$ cat src/rtl/sample_sequencer.sv
// sample_sequencer
//   Hands ADC samples to a filter chain one at a time and collects the result.
//   IDLE -> TRIG (one-cycle start pulse) -> WAIT (until filter_done or timeout).
//   A sample arriving while a transaction is still open is dropped and flagged.
// Ports:
//   clk, reset            single clock, synchronous active-high reset
//   adc_data/adc_valid    incoming sample and its one-cycle strobe
//   clear_flags           clears the sticky overrun/timeout flags
//   filt_data/sample_trig sample and start pulse towards the filter chain
//   filt_result/filter_done  result and completion pulse from the chain
//   data_out/data_valid   last accepted result, one-cycle update pulse
//   busy                  high whenever a transaction is open
//   overrun/timeout       sticky error flags
module sample_sequencer #(
  parameter int DATA_SIZE = 24,
  parameter int TIMEOUT   = 255
) (
  input  logic                 clk,
  input  logic                 reset,
  input  logic [DATA_SIZE-1:0] adc_data,
  input  logic                 adc_valid,
  input  logic                 clear_flags,
  output logic [DATA_SIZE-1:0] filt_data,
  output logic                 sample_trig,
  input  logic [DATA_SIZE-1:0] filt_result,
  input  logic                 filter_done,
  output logic [DATA_SIZE-1:0] data_out,
  output logic                 data_valid,
  output logic                 busy,
  output logic                 overrun,
  output logic                 timeout
);

  localparam int CW = $clog2(TIMEOUT + 1);

  typedef enum logic [1:0] {IDLE, TRIG, WAIT} state_e;

  state_e               state_q, state_d;
  logic [CW-1:0]        cnt_q, cnt_d;
  logic [DATA_SIZE-1:0] filt_data_q, filt_data_d;
  logic [DATA_SIZE-1:0] data_out_q, data_out_d;
  logic                 data_valid_q, data_valid_d;
  logic                 overrun_q, overrun_d;
  logic                 timeout_q, timeout_d;

  always_comb begin
    state_d      = state_q;
    cnt_d        = cnt_q;
    filt_data_d  = filt_data_q;
    data_out_d   = data_out_q;
    data_valid_d = 1'b0;
    // Clear first; any set condition below overrides it on the same edge.
    overrun_d    = overrun_q & ~clear_flags;
    timeout_d    = timeout_q & ~clear_flags;

    case (state_q)
      IDLE: begin
        // filter_done is deliberately ignored here.
        if (adc_valid) begin
          filt_data_d = adc_data;
          state_d     = TRIG;
        end
      end
      TRIG: begin
        if (adc_valid) overrun_d = 1'b1;
        cnt_d   = '0;
        state_d = WAIT;
      end
      WAIT: begin
        if (adc_valid) overrun_d = 1'b1;
        // filter_done on the final wait cycle still wins over the timeout.
        if (filter_done) begin
          data_out_d   = filt_result;
          data_valid_d = 1'b1;
          cnt_d        = '0;
          state_d      = IDLE;
        end else if (cnt_q == CW'(TIMEOUT - 1)) begin
          timeout_d = 1'b1;
          cnt_d     = '0;
          state_d   = IDLE;
        end else begin
          cnt_d = cnt_q + CW'(1);
        end
      end
      default: begin
        cnt_d   = '0;
        state_d = IDLE;
      end
    endcase
  end

  always_ff @(posedge clk) begin
    if (reset) begin
      state_q      <= IDLE;
      cnt_q        <= '0;
      filt_data_q  <= '0;
      data_out_q   <= '0;
      data_valid_q <= 1'b0;
      overrun_q    <= 1'b0;
      timeout_q    <= 1'b0;
    end else begin
      state_q      <= state_d;
      cnt_q        <= cnt_d;
      filt_data_q  <= filt_data_d;
      data_out_q   <= data_out_d;
      data_valid_q <= data_valid_d;
      overrun_q    <= overrun_d;
      timeout_q    <= timeout_d;
    end
  end

  assign filt_data   = filt_data_q;
  assign sample_trig = (state_q == TRIG);
  assign data_out    = data_out_q;
  assign data_valid  = data_valid_q;
  assign busy        = (state_q != IDLE);
  assign overrun     = overrun_q;
  assign timeout     = timeout_q;

endmodule

$ cat config.mk
export PLATFORM = sky130hd
export DESIGN_NAME = sample_sequencer
export DESIGN_NICKNAME = d
export VERILOG_FILES = /design/src/rtl/sample_sequencer.sv
export SDC_FILE = /design/constraint.sdc
export NUM_CORES = 1
export LEC_CHECK = 0
export ABC_AREA = 1
export BUFFER_PORTS_ARGS = -buffer_cell sky130_fd_sc_hd__buf_2
export CORE_ASPECT_RATIO = 2
export CORE_MARGIN = 3
export CORE_UTILIZATION = 46
export DETAILED_ROUTE_END_ITERATION = 7
export PLACE_DENSITY = 0.79
export SLEW_MARGIN = 30
export SYNTH_ARGS = -nofsm -noshare
export SYNTH_HDL_FRONTEND = slang
export SYNTH_SLANG_ARGS = --single-unit
$ cat constraint.sdc
create_clock -name clk -period 1.45 [get_ports clk]
set_input_delay 0 -clock clk [delete_from_list [all_inputs] [get_ports clk]]
set_output_delay 0 -clock clk [all_outputs]
set_load 0.02 [all_outputs]
======== Word level (Yosys, flattened, before mapping) ========
Index checks and enable logic that the tools add are counted.
storage, ports and cells
  bits in registers ....................... 61
  word-level logic and storage cells ...... 37
  bits of input ports ..................... 53
cells by class
  bitwise logic cells ..................... 4
  eq/ne operators ......................... 5
  reduce and logical (&&, ||, !) cells .... 7
  muxes and demuxes ....................... 13
  $add $sub $neg .......................... 1
operators with widths
  operator                                              number
  2-to-1 mux 8 bit                                      2
  case mux 8 bit (2 select lines)                       1
  adder 8 x 1 -> 8 bit (second input constant)          1
  equality test 8 bit (second input constant)           1
  2-to-1 mux 1 bit                                      6
  2-to-1 mux 2 bit                                      3
  case mux 2 bit (3 select lines)                       1
  AND reduction 2 bit                                   3
  OR reduction 2 bit                                    2
  != test 3 bit (second input constant)                 1
  bitwise AND 1 bit                                     2
  equality test 2 x 1 -> 1 bit (second input constant)  1
  equality test 2 bit (second input constant)           1
  zero test 2 bit                                       1
  != test 2 bit (second input constant)                 1
  NOT 1 bit                                             2
  nonzero test 2 bit                                    1

======== Depth between registers and ports, before layout ========
Gate-level depths: netlist (run 1).
  depth after elaboration ................. 5
  gate-level depth with buffers ........... 10
  mapped depth without buffers ............ 10

======== Worst setup path after synthesis (run 1) ========
No wires, ideal clock.
  path type ............................... reg-to-reg
  from .................................... register state_q[0]
  to ...................................... register cnt_q[5]
  required time ........................... 1.335 ns
  library setup time ...................... 0.115 ns
  stages on the path, launching flop included .. 9
  slack ................................... 0.063 ns
  path buffers ............................ 0
  data arrival time ....................... 1.273 ns
  cell sequence ........................... dfxtp_1 -> inv_1 -> ha_1 -> inv_2 -> nand2_1 -> nor2_4 -> nand2_1 -> xor2_1 -> nor2_2
between the ends
  longest elaborated chain between the ends .. 2
  elaborated cells between the ends (all ways) .. 3
  those cells by class .................... eq/ne: 1; mux: 1; reduce/logical: 1
ends and longest elaborated chain
  element                                                        RTL line  source
  start, declared                                                38        state_e state_q, state_d;
  start signal, assigned                                         102       state_q <= state_d;
  equality test 2 bit / zero test 2 bit (equally long branches)  56        case (state_q)
  case mux 8 bit (2 select lines)                                56
  end signal, assigned                                           103       cnt_q <= cnt_d;
  end, declared                                                  39        logic [CW-1:0] cnt_q, cnt_d;
Several ways; a longest one is shown, not always the timed one.
A chain may end at the register's enable or synchronous reset.

======== Worst setup path in the final report (run 1) ========
  from .................................... register state_q[1]
  to ...................................... register cnt_q[5]
Same word-level chain as after synthesis.

==> reports/metrics.yaml, run 1 <==
die-area_sq_mm: 0.006003
synth_cell_types: 21
fin_skew_ns: 0.003953
ant_nets: 0
crit_path_max_fanout: 6
dp_hpwl_microns: 4199
routed.top_layer: "met4"
setup_slack_ns: 0.1404
ys_async_sr_fraction_pct: 0
insertion_delay_ns: 0.33
max_slew_margin_pct: 78.83
wire_per_inst_microns: 13.46
route.detailed.drc: 0
fin_crit_ns: 1.310
period_share_pct: 90.32
wl_met2_microns: 4017
syn_area_sq_mm: 0.002328
synthFlopType: "dfxtp_1"
fp.dieH_microns: 106.6
worstPathArrival_ns: 1.54
path_cells: "inv_1, ha_4, inv_4, nand2_1, nor2_4, nand2_1, xor2_1, nor2_2"
synth_edf_count: 0
wl_met3_microns: 308
cts_tree: "done"
ys_warn_count: 0
cp-end-kind: "flip-flop"
wirelength_microns: 7039
gp_congestion: 0.8239
hold_violations: 0
slew_viol_final: 0
syn_to_final_growth_pct: 57.23
dp_cells: 455
syn_avg_cell_area_sq_um: 7.762
criticalPathCategory: "flip-flop to flip-flop"
grt_overflow: 0
layout_commonest_cell: "buf_2"
clockBufferDepth: 2
cpMostUsedCell: "nand2_1"
cts_setup_buffers: 0
setup_violations: 0
clock_sinks: 61
design.core.area_sq_mm: 0.004865
first_pass_iters: 4
via_per_inst: 4.797
drive_gt1_share_pct: 31.76
grt_pass1_vias: 2503
mostFrequentLayoutCells: "buf_2, nor2_1, dfxtp_1"
clock_tree.root_cell: "clkbuf_8"
critPathSlowestCell: "dfxtp_2"
slowest_delay_ns: 0.34
antenna_cells: 0
maxCapViolations: 0
io_buffers: 105
cts_buffers: 9
grt_usage_pct: 24.34
initial_core_util_pct: 47.87
htreeDepth: 3
critPathLaunchType: "flip-flop"
path_buf_inv: 2
ys_seq_area_share_pct: 52.44
finalPower_mw: 5.482
required_ns: 1.68
fmax_mhz: 763.6
synth_nets: 359
wl_met1_microns: 2515
fin_nets: 520
die_w_microns: 56.31
power_leakage_nw: 1.740
powerDensity_mw_per_mm2: 1497
rows: 36
grt_setup_unrepaired: "false"
fin_cells: 523
routed-via-count: 2509
synthCells: 300
grt_pass1_wl_microns: 11290
hold_slack_ns: 0.4115
vdd_ir_drop_max_v: 0.001298
io_pins: 106
clk_pin_slew_worst_paths_ns: 0.07
cp_top_family: "simple AND/OR/NAND/NOR gates"
antenna_found_initial: 0
fin_tns_setup_ns: 0
worst_slew_pin_slew_ns: 0.3173
pre_cts_ws_ns: -0.06420
min_path_type: "input port to flip-flop"
ys_ff_latch: 61
drtIter0Drc: 95
status: "complete, no violations"
grt_start_max_net_pins: 26
worst reg2reg max path: stages, from the launching register on:
cell and delay, ns:
dfxtp_2 0.34, inv_1 0.08, ha_4 0.19, inv_4 0.08, nand2_1 0.09, nor2_4 0.15, nand2_1 0.07, xor2_1 0.16
nor2_2 0.04
Yosys cell counts (2+ instances only):
cell type	count	area, sq um
nor2_1	105	394.1
dfxtp_1	61	1221
nand2_2	4	25.02
inv_1	15	56.30
nor2_4	2	22.52
clkbuf_1	8	30.03
nor2_2	5	31.28
xor2_1	2	17.52
a21oi_1	4	20.02
xnor2_1	2	17.52
inv_2	2	7.510
nand3_1	6	30.03
ha_1	6	75.07
nand2_1	21	78.83
buf_4	3	22.52
o21ai_0	49	245.2
registers in the layout (all words and copies together), names as in the netlist:
signal	count
filt_data	24
data_out	24
cnt_q	8
state_q	2
timeout	1
overrun	1
data_valid	1
what timing repair did:
item,CTS,global route
pin swaps,0,1
hold buffers,52,0
hold endpoints to repair,51,0
gates resized for setup,3,9
setup endpoints to repair,24,24
report_power, final:
| part | internal, mW | total, mW | switching, mW |
|---|---|---|---|
| sequential | 1.98 | 2.15 | 0.166 |
| clock | 0.833 | 1.50 | 0.665 |
| combinational | 0.693 | 1.84 | 1.15 |
routing by layer:
metal / track usage [%] / vias up
met3: 6.627 / 17
met1: 23.70 / 1143
met4: 12.56 / 0
met2: 45.31 / 80
li1: - / 1269
met5: 0 / -
final timing paths:
check / slack (ns) / cells after the start / end / from
worst min-delay path: 0.41 / 3 / overrun$_SDFF_PP0_ / reset
worst min register to register: 0.47 / 2 / overrun$_SDFF_PP0_ / overrun$_SDFF_PP0_
worst max-delay path: 0.14 / 8 / cnt_q[5]$_SDFFE_PP0P_ / state_q[1]$_SDFFE_PP0P_
worst max register to register: 0.14 / 8 / cnt_q[5]$_SDFFE_PP0P_ / state_q[1]$_SDFFE_PP0P_
area by class of cell:
cell class              instances  area [sq um]
flip-flops and latches         61          1224
fillers                       377          1204
repair buffers                163          1091
multi-input cells             209          1006
clock buffers                  10         137.6
well taps                      57         71.32
inverters                      17         68.82
clock inverters                 6         62.56
cells by family after synthesis:
family,Yosys count,synth area share [%]
buffers and inverters,30,5.427
and+or+nand+nor,146,26.01
xor gates and xnor gates,4,1.505
AOI/OAI and AO/OA,53,11.39
DFF,61,52.44
adders and majority gates,6,3.224
per-stage QoR:
stage                     cell area [sq um]  util (%)
final                                  3661     75.26
after floorplan                        2328         -
after global placement                 2908     59.77
after detailed placement               2908     59.77
after global routing                   3661     75.26
after CTS                              3636     74.74
Power figures use the tool's default switching activity.
==> run 2, diff against run 1 <==
clock period = 1.25 ns   (was 1.45 ns; I/O delays follow)
==> reports/metrics.yaml, run 2 (synthesized netlist as in run 1, its figures left out) <==
min_path_type: "input port to flip-flop"  # unchanged
setup_violations: 10  # was 0
die-area_sq_mm: 0.006003  # unchanged
die_w_microns: 56.31  # unchanged
grt_start_max_net_pins: 36  # was 26
maxCapViolations: 0  # unchanged
grt_pass1_wl_microns: 11720  # was 11290 microns
layout_commonest_cell: "buf_2"  # unchanged
cp-end-kind: "flip-flop"  # unchanged
min_from: "filter_done"  # was reset
fin_crit_ns: 1.277  # was 1.310 ns
worst_slew_pin_slew_ns: 0.3252  # was 0.3173 ns
fmax_mhz: 783.0  # was 763.6 MHz
required_ns: 1.53  # was 1.68 ns
critPathLaunchType: "flip-flop"  # unchanged
wirelength_microns: 7779  # was 7039 microns
pre_cts_ws_ns: -0.1203  # was -0.06420 ns
period_share_pct: 102.2  # was 90.32%
clock_sinks: 61  # unchanged
critPathSlowestCell: "dfxtp_2"  # unchanged
via_per_inst: 4.883  # was 4.797
max_slew_margin_pct: 78.32  # was 78.83%
first_pass_iters: 4  # unchanged
drive_gt1_share_pct: 39.00  # was 31.76%
dp_cells: 465  # was 455
clock_tree.root_cell: "clkbuf_8"  # unchanged
cts_tree: "done"  # unchanged
ant_nets: 0  # unchanged
grt_overflow: 0  # unchanged
grt_setup_unrepaired: "true"  # was false
status: "complete, but fails checks"  # was complete, no violations
rows: 36  # unchanged
powerDensity_mw_per_mm2: 1745  # was 1497 mW/mm^2
vdd_ir_drop_max_v: 0.001371  # was 0.001298 V
antenna_found_initial: 0  # unchanged
reg2reg_slack_ns: -0.03  # was 0.14 ns
wire_per_inst_microns: 14.43  # was 13.46 microns
slew_viol_final: 0  # unchanged
clk_pin_slew_worst_paths_ns: 0.07  # about the same
slowest_delay_ns: 0.36  # was 0.34 ns
crit_start: "state_q[1]$_SDFFE_PP0P_"  # unchanged
io_pins: 106  # unchanged
fin_skew_ns: 0.007732  # was 0.003953 ns
fp.dieH_microns: 106.6  # unchanged
gp_congestion: 0.8183  # was 0.8239
fin_cells: 539  # was 523
setup_slack_ns: -0.02716  # was 0.1404 ns
hold_violations: 0  # unchanged
initial_core_util_pct: 47.87  # unchanged
criticalPathCategory: "flip-flop to flip-flop"  # unchanged
r2r-start: "state_q[1]$_SDFFE_PP0P_"  # unchanged
grt_usage_pct: 25.02  # was 24.34%
worstPathArrival_ns: 1.55  # was 1.54 ns
dp_hpwl_microns: 4284  # was 4199 microns
design.core.area_sq_mm: 0.004865  # unchanged
drtIter0Drc: 81  # was 95
fin_tns_setup_ns: -0.1014  # was 0 ns
crit_path_max_fanout: 8  # was 6
routed-via-count: 2632  # was 2509
failed_checks: "negative setup slack"
post-route-util_pct: 81.25  # was 75.26%
cts_buffers: 9  # unchanged
grt_pass1_vias: 2691  # was 2503
insertion_delay_ns: 0.33  # about the same
fin_nets: 536  # was 520
path_cells: "buf_4, ha_4, inv_2, nor2_4, nand2_4, nand2_4, nand2_8, nor2_4"  # was inv_1, ha_4, inv_4, nand2_1, nor2_4, nand2_1, xor2_1, nor2_2
power_leakage_nw: 1.862  # was 1.740 nW
antenna_cells: 0  # unchanged
cp_top_family: "simple AND/OR/NAND/NOR gates"  # unchanged
path_buf_inv: 2  # unchanged
mostFrequentLayoutCells: "buf_2, nor2_1, dfxtp_1"  # unchanged
io_buffers: 105  # unchanged
route.detailed.drc: 0  # unchanged
htreeDepth: 3  # unchanged
syn_to_final_growth_pct: 69.75  # was 57.23%
clockBufferDepth: 2  # unchanged
==> run 2: tightest hold or removal path: cells and delay by family <==
kind,cells,cell delay (ns)
simple gates,2,0.17
compound gates,1,0.07
buf+inv,1,0.15
==> run 2: area by class of cell <==
class	count	area [sq um]
multi-input combinational	209	1130
timing repair buffer	179	1259
clock buffer	12	145.1
fill	311	912.1
sequential	61	1226
inverter	17	73.82
clock inverter	4	47.55
tap	57	71.32
==> run 2: final timing paths <==
path,endpoint,cells after the start
worst max-delay path,cnt_q[3]$_SDFFE_PP0P_,8
worst min-delay path,data_out[22]$_SDFFE_PP0P_,4
worst max register to register,cnt_q[3]$_SDFFE_PP0P_,8
worst min register to register,overrun$_SDFF_PP0_,2
==> run 2: power breakdown <==
part           switching, mW  internal [mW]  total [mW]
sequential             0.209           2.30        2.51
clock                  0.747          0.970        1.72
combinational           1.54           1.13        2.67
==> run 2: layer usage <==
| layer | GRT usage (%) | vias up | part of all wire, % |
|---|---|---|---|
| met5 | 0 | - | 0 |
| met4 | 13.75 | 0 | 3.8 |
| met3 | 4.940 | 22 | 4.4 |
| met2 | 48.66 | 99 | 57 |
| met1 | 23.26 | 1217 | 34 |
| li1 | - | 1294 | - |
==> run 2: repair_timing <==
item | in CTS | in global routing
hold endpoints to repair | 51 | 0
setup buffers | 2 | 4
resized for setup | 16 | 39
hold buffers | 51 | 0
setup endpoints to repair | 57 | 60
gates cloned | 0 | 1
pin swaps | 2 | 13
==> run 2: through the flow <==
step           power [mW]  cell area, sq um  hold slack, ns
5_1_grt             7.302              3953          0.1568
4_1_cts             6.544              3767         0.03737
6_report            6.897              3953         0.09477
2_1_floorplan       3.826              2338         0.06907
3_5_place_dp        4.582              3005          0.2294
3_3_place_gp        4.529              3005          0.2252
==> run 3, diff against run 2 <==
CORE_MARGIN = not set   (was 3)
==> reports/metrics.yaml, run 3 (synthesized netlist as in run 1, its figures left out) <==
cts_buffers: 9  # unchanged
grt_setup_unrepaired: "true"  # unchanged
fmax_mhz: 747.5  # was 783.0 MHz
die-area_sq_mm: 0.005368  # was 0.006003 sq mm
power_leakage_nw: 1.855  # was 1.862 nW
grt_usage_pct: 27.80  # was 25.02%
clockBufferDepth: 2  # unchanged
via_per_inst: 4.972  # was 4.883
syn_to_final_growth_pct: 67.54  # was 69.75%
clk_pin_slew_worst_paths_ns: 0.06  # was 0.07 ns
antenna_found_initial: 0  # unchanged
ant_nets: 0  # unchanged
setup_slack_ns: -0.08786  # was -0.02716 ns
cp-end-kind: "flip-flop"  # unchanged
fp.dieH_microns: 102.6  # was 106.6 microns
clock_tree.root_cell: "clkbuf_8"  # unchanged
fin_tns_setup_ns: -0.3711  # was -0.1014 ns
post-route-util_pct: 80.20  # was 81.25%
htreeDepth: 3  # unchanged
final_area_sq_mm: 0.003901  # was 0.003953 sq mm
dpl_cell_area_sq_mm: 0.003030  # was 0.003005 sq mm
gp_congestion: 0.8162  # was 0.8183
dp_cells: 465  # unchanged
io_pins: 106  # unchanged
powerDensity_mw_per_mm2: 1688  # was 1745 mW/mm^2
dp_hpwl_microns: 4206  # was 4284 microns
routed-via-count: 2670  # was 2632
required_ns: 1.48  # was 1.53 ns
antenna_cells: 0  # unchanged
min_path_type: "input port to flip-flop"  # unchanged
max_slew_margin_pct: 84.67  # was 78.32%
vdd_ir_drop_max_v: 0.001152  # was 0.001371 V
die_w_microns: 52.31  # was 56.31 microns
critPathLaunchType: "flip-flop"  # unchanged
initial_core_util_pct: 47.87  # unchanged
mostFrequentLayoutCells: "buf_2, nor2_1, dfxtp_1"  # unchanged
cts_tree: "done"  # unchanged
failed_checks: "negative setup slack"  # unchanged
status: "complete, but fails checks"  # unchanged
setup_violations: 12  # was 10
hold_violations: 0  # unchanged
drive_gt1_share_pct: 38.13  # was 39.00%
grt_start_max_net_pins: 41  # was 36
grt_overflow: 0  # unchanged
layout_commonest_cell: "buf_2"  # unchanged
route.detailed.drc: 0  # unchanged
design.core.area_sq_mm: 0.004865  # unchanged
slew_viol_final: 0  # unchanged
wire_per_inst_microns: 14.23  # was 14.43 microns
fin_cells: 537  # was 539
fin_nets: 535  # was 536
grt_pass1_vias: 2524  # was 2691
fin_crit_ns: 1.338  # was 1.277 ns
criticalPathCategory: "flip-flop to flip-flop"  # unchanged
clock_sinks: 61  # unchanged
period_share_pct: 107.0  # was 102.2%
drtIter0Drc: 47  # was 81
grt_pass1_wl_microns: 10980  # was 11720 microns
worstPathArrival_ns: 1.57  # was 1.55 ns
finalPower_mw: 6.585  # was 6.897 mW
io_buffers: 105  # unchanged
maxCapViolations: 0  # unchanged
first_pass_iters: 4  # unchanged
wirelength_microns: 7642  # was 7779 microns
crit_path_max_fanout: 4  # was 8
hold_slack_ns: 0.1414  # was 0.09477 ns
fin_skew_ns: 0.006592  # was 0.007732 ns
worst_slew_pin_slew_ns: 0.2276  # was 0.3252 ns
insertion_delay_ns: 0.33  # about the same
rows: 36  # unchanged
pre_cts_ws_ns: -0.1183  # was -0.1203 ns
run 3: final cells by class:
cell class | count | area [sq um]
repair buffers | 178 | 1276
clock buffers | 10 | 127.6
fillers | 322 | 963.4
clock inverters | 5 | 28.78
multi-input cells | 209 | 1097
inverters | 17 | 73.82
well taps | 57 | 71.32
flip-flops and latches | 61 | 1226
run 3: power by group:
part	leakage (nW)	internal, mW	switching [mW]
combinational	1.27	1.14	1.51
clock	0.0856	0.696	0.737
sequential	0.501	2.30	0.200
total	1.85	4.14	2.45
run 3: worst paths after layout:
check                                  from                   endpoint  slack, ns  cells past startpoint
hold / removal                  filter_done   data_out[0]$_SDFFE_PP0P_       0.14                      5
setup / recovery    state_q[1]$_SDFFE_PP0P_      cnt_q[7]$_SDFFE_PP0P_      -0.09                     11
setup reg to reg    state_q[1]$_SDFFE_PP0P_      cnt_q[7]$_SDFFE_PP0P_      -0.09                     11
hold reg to reg   data_out[14]$_SDFFE_PP0P_  data_out[14]$_SDFFE_PP0P_       0.48                      2
run 3: per-layer routing:
| layer | track usage [%] | part of all wire, % |
|---|---|---|
| met3 | 8.407 | 4.6 |
| met2 | 48.78 | 56 |
| met5 | 0 | 0 |
| met4 | 18.22 | 4.6 |
| met1 | 26.90 | 34 |
run 3: worst max-delay path, cell delays in order (launching register included):
cell and delay, ns:
dfxtp_2 0.34, inv_2 0.06, ha_4 0.16, buf_6 0.12, inv_6 0.06, nand2_4 0.05, nor2_4 0.16, nand3_2 0.08
nand2_1 0.06, nand2_1 0.06, inv_2 0.05, nor2_2 0.03
run 3: timing repair:
action                     CTS  global route
setup endpoints to repair   58            47
gates cloned                 0             1
setup buffers                3             2
pin swaps                    6             6
hold buffers                51             0
resized for setup           21            23
hold endpoints to repair    51             0
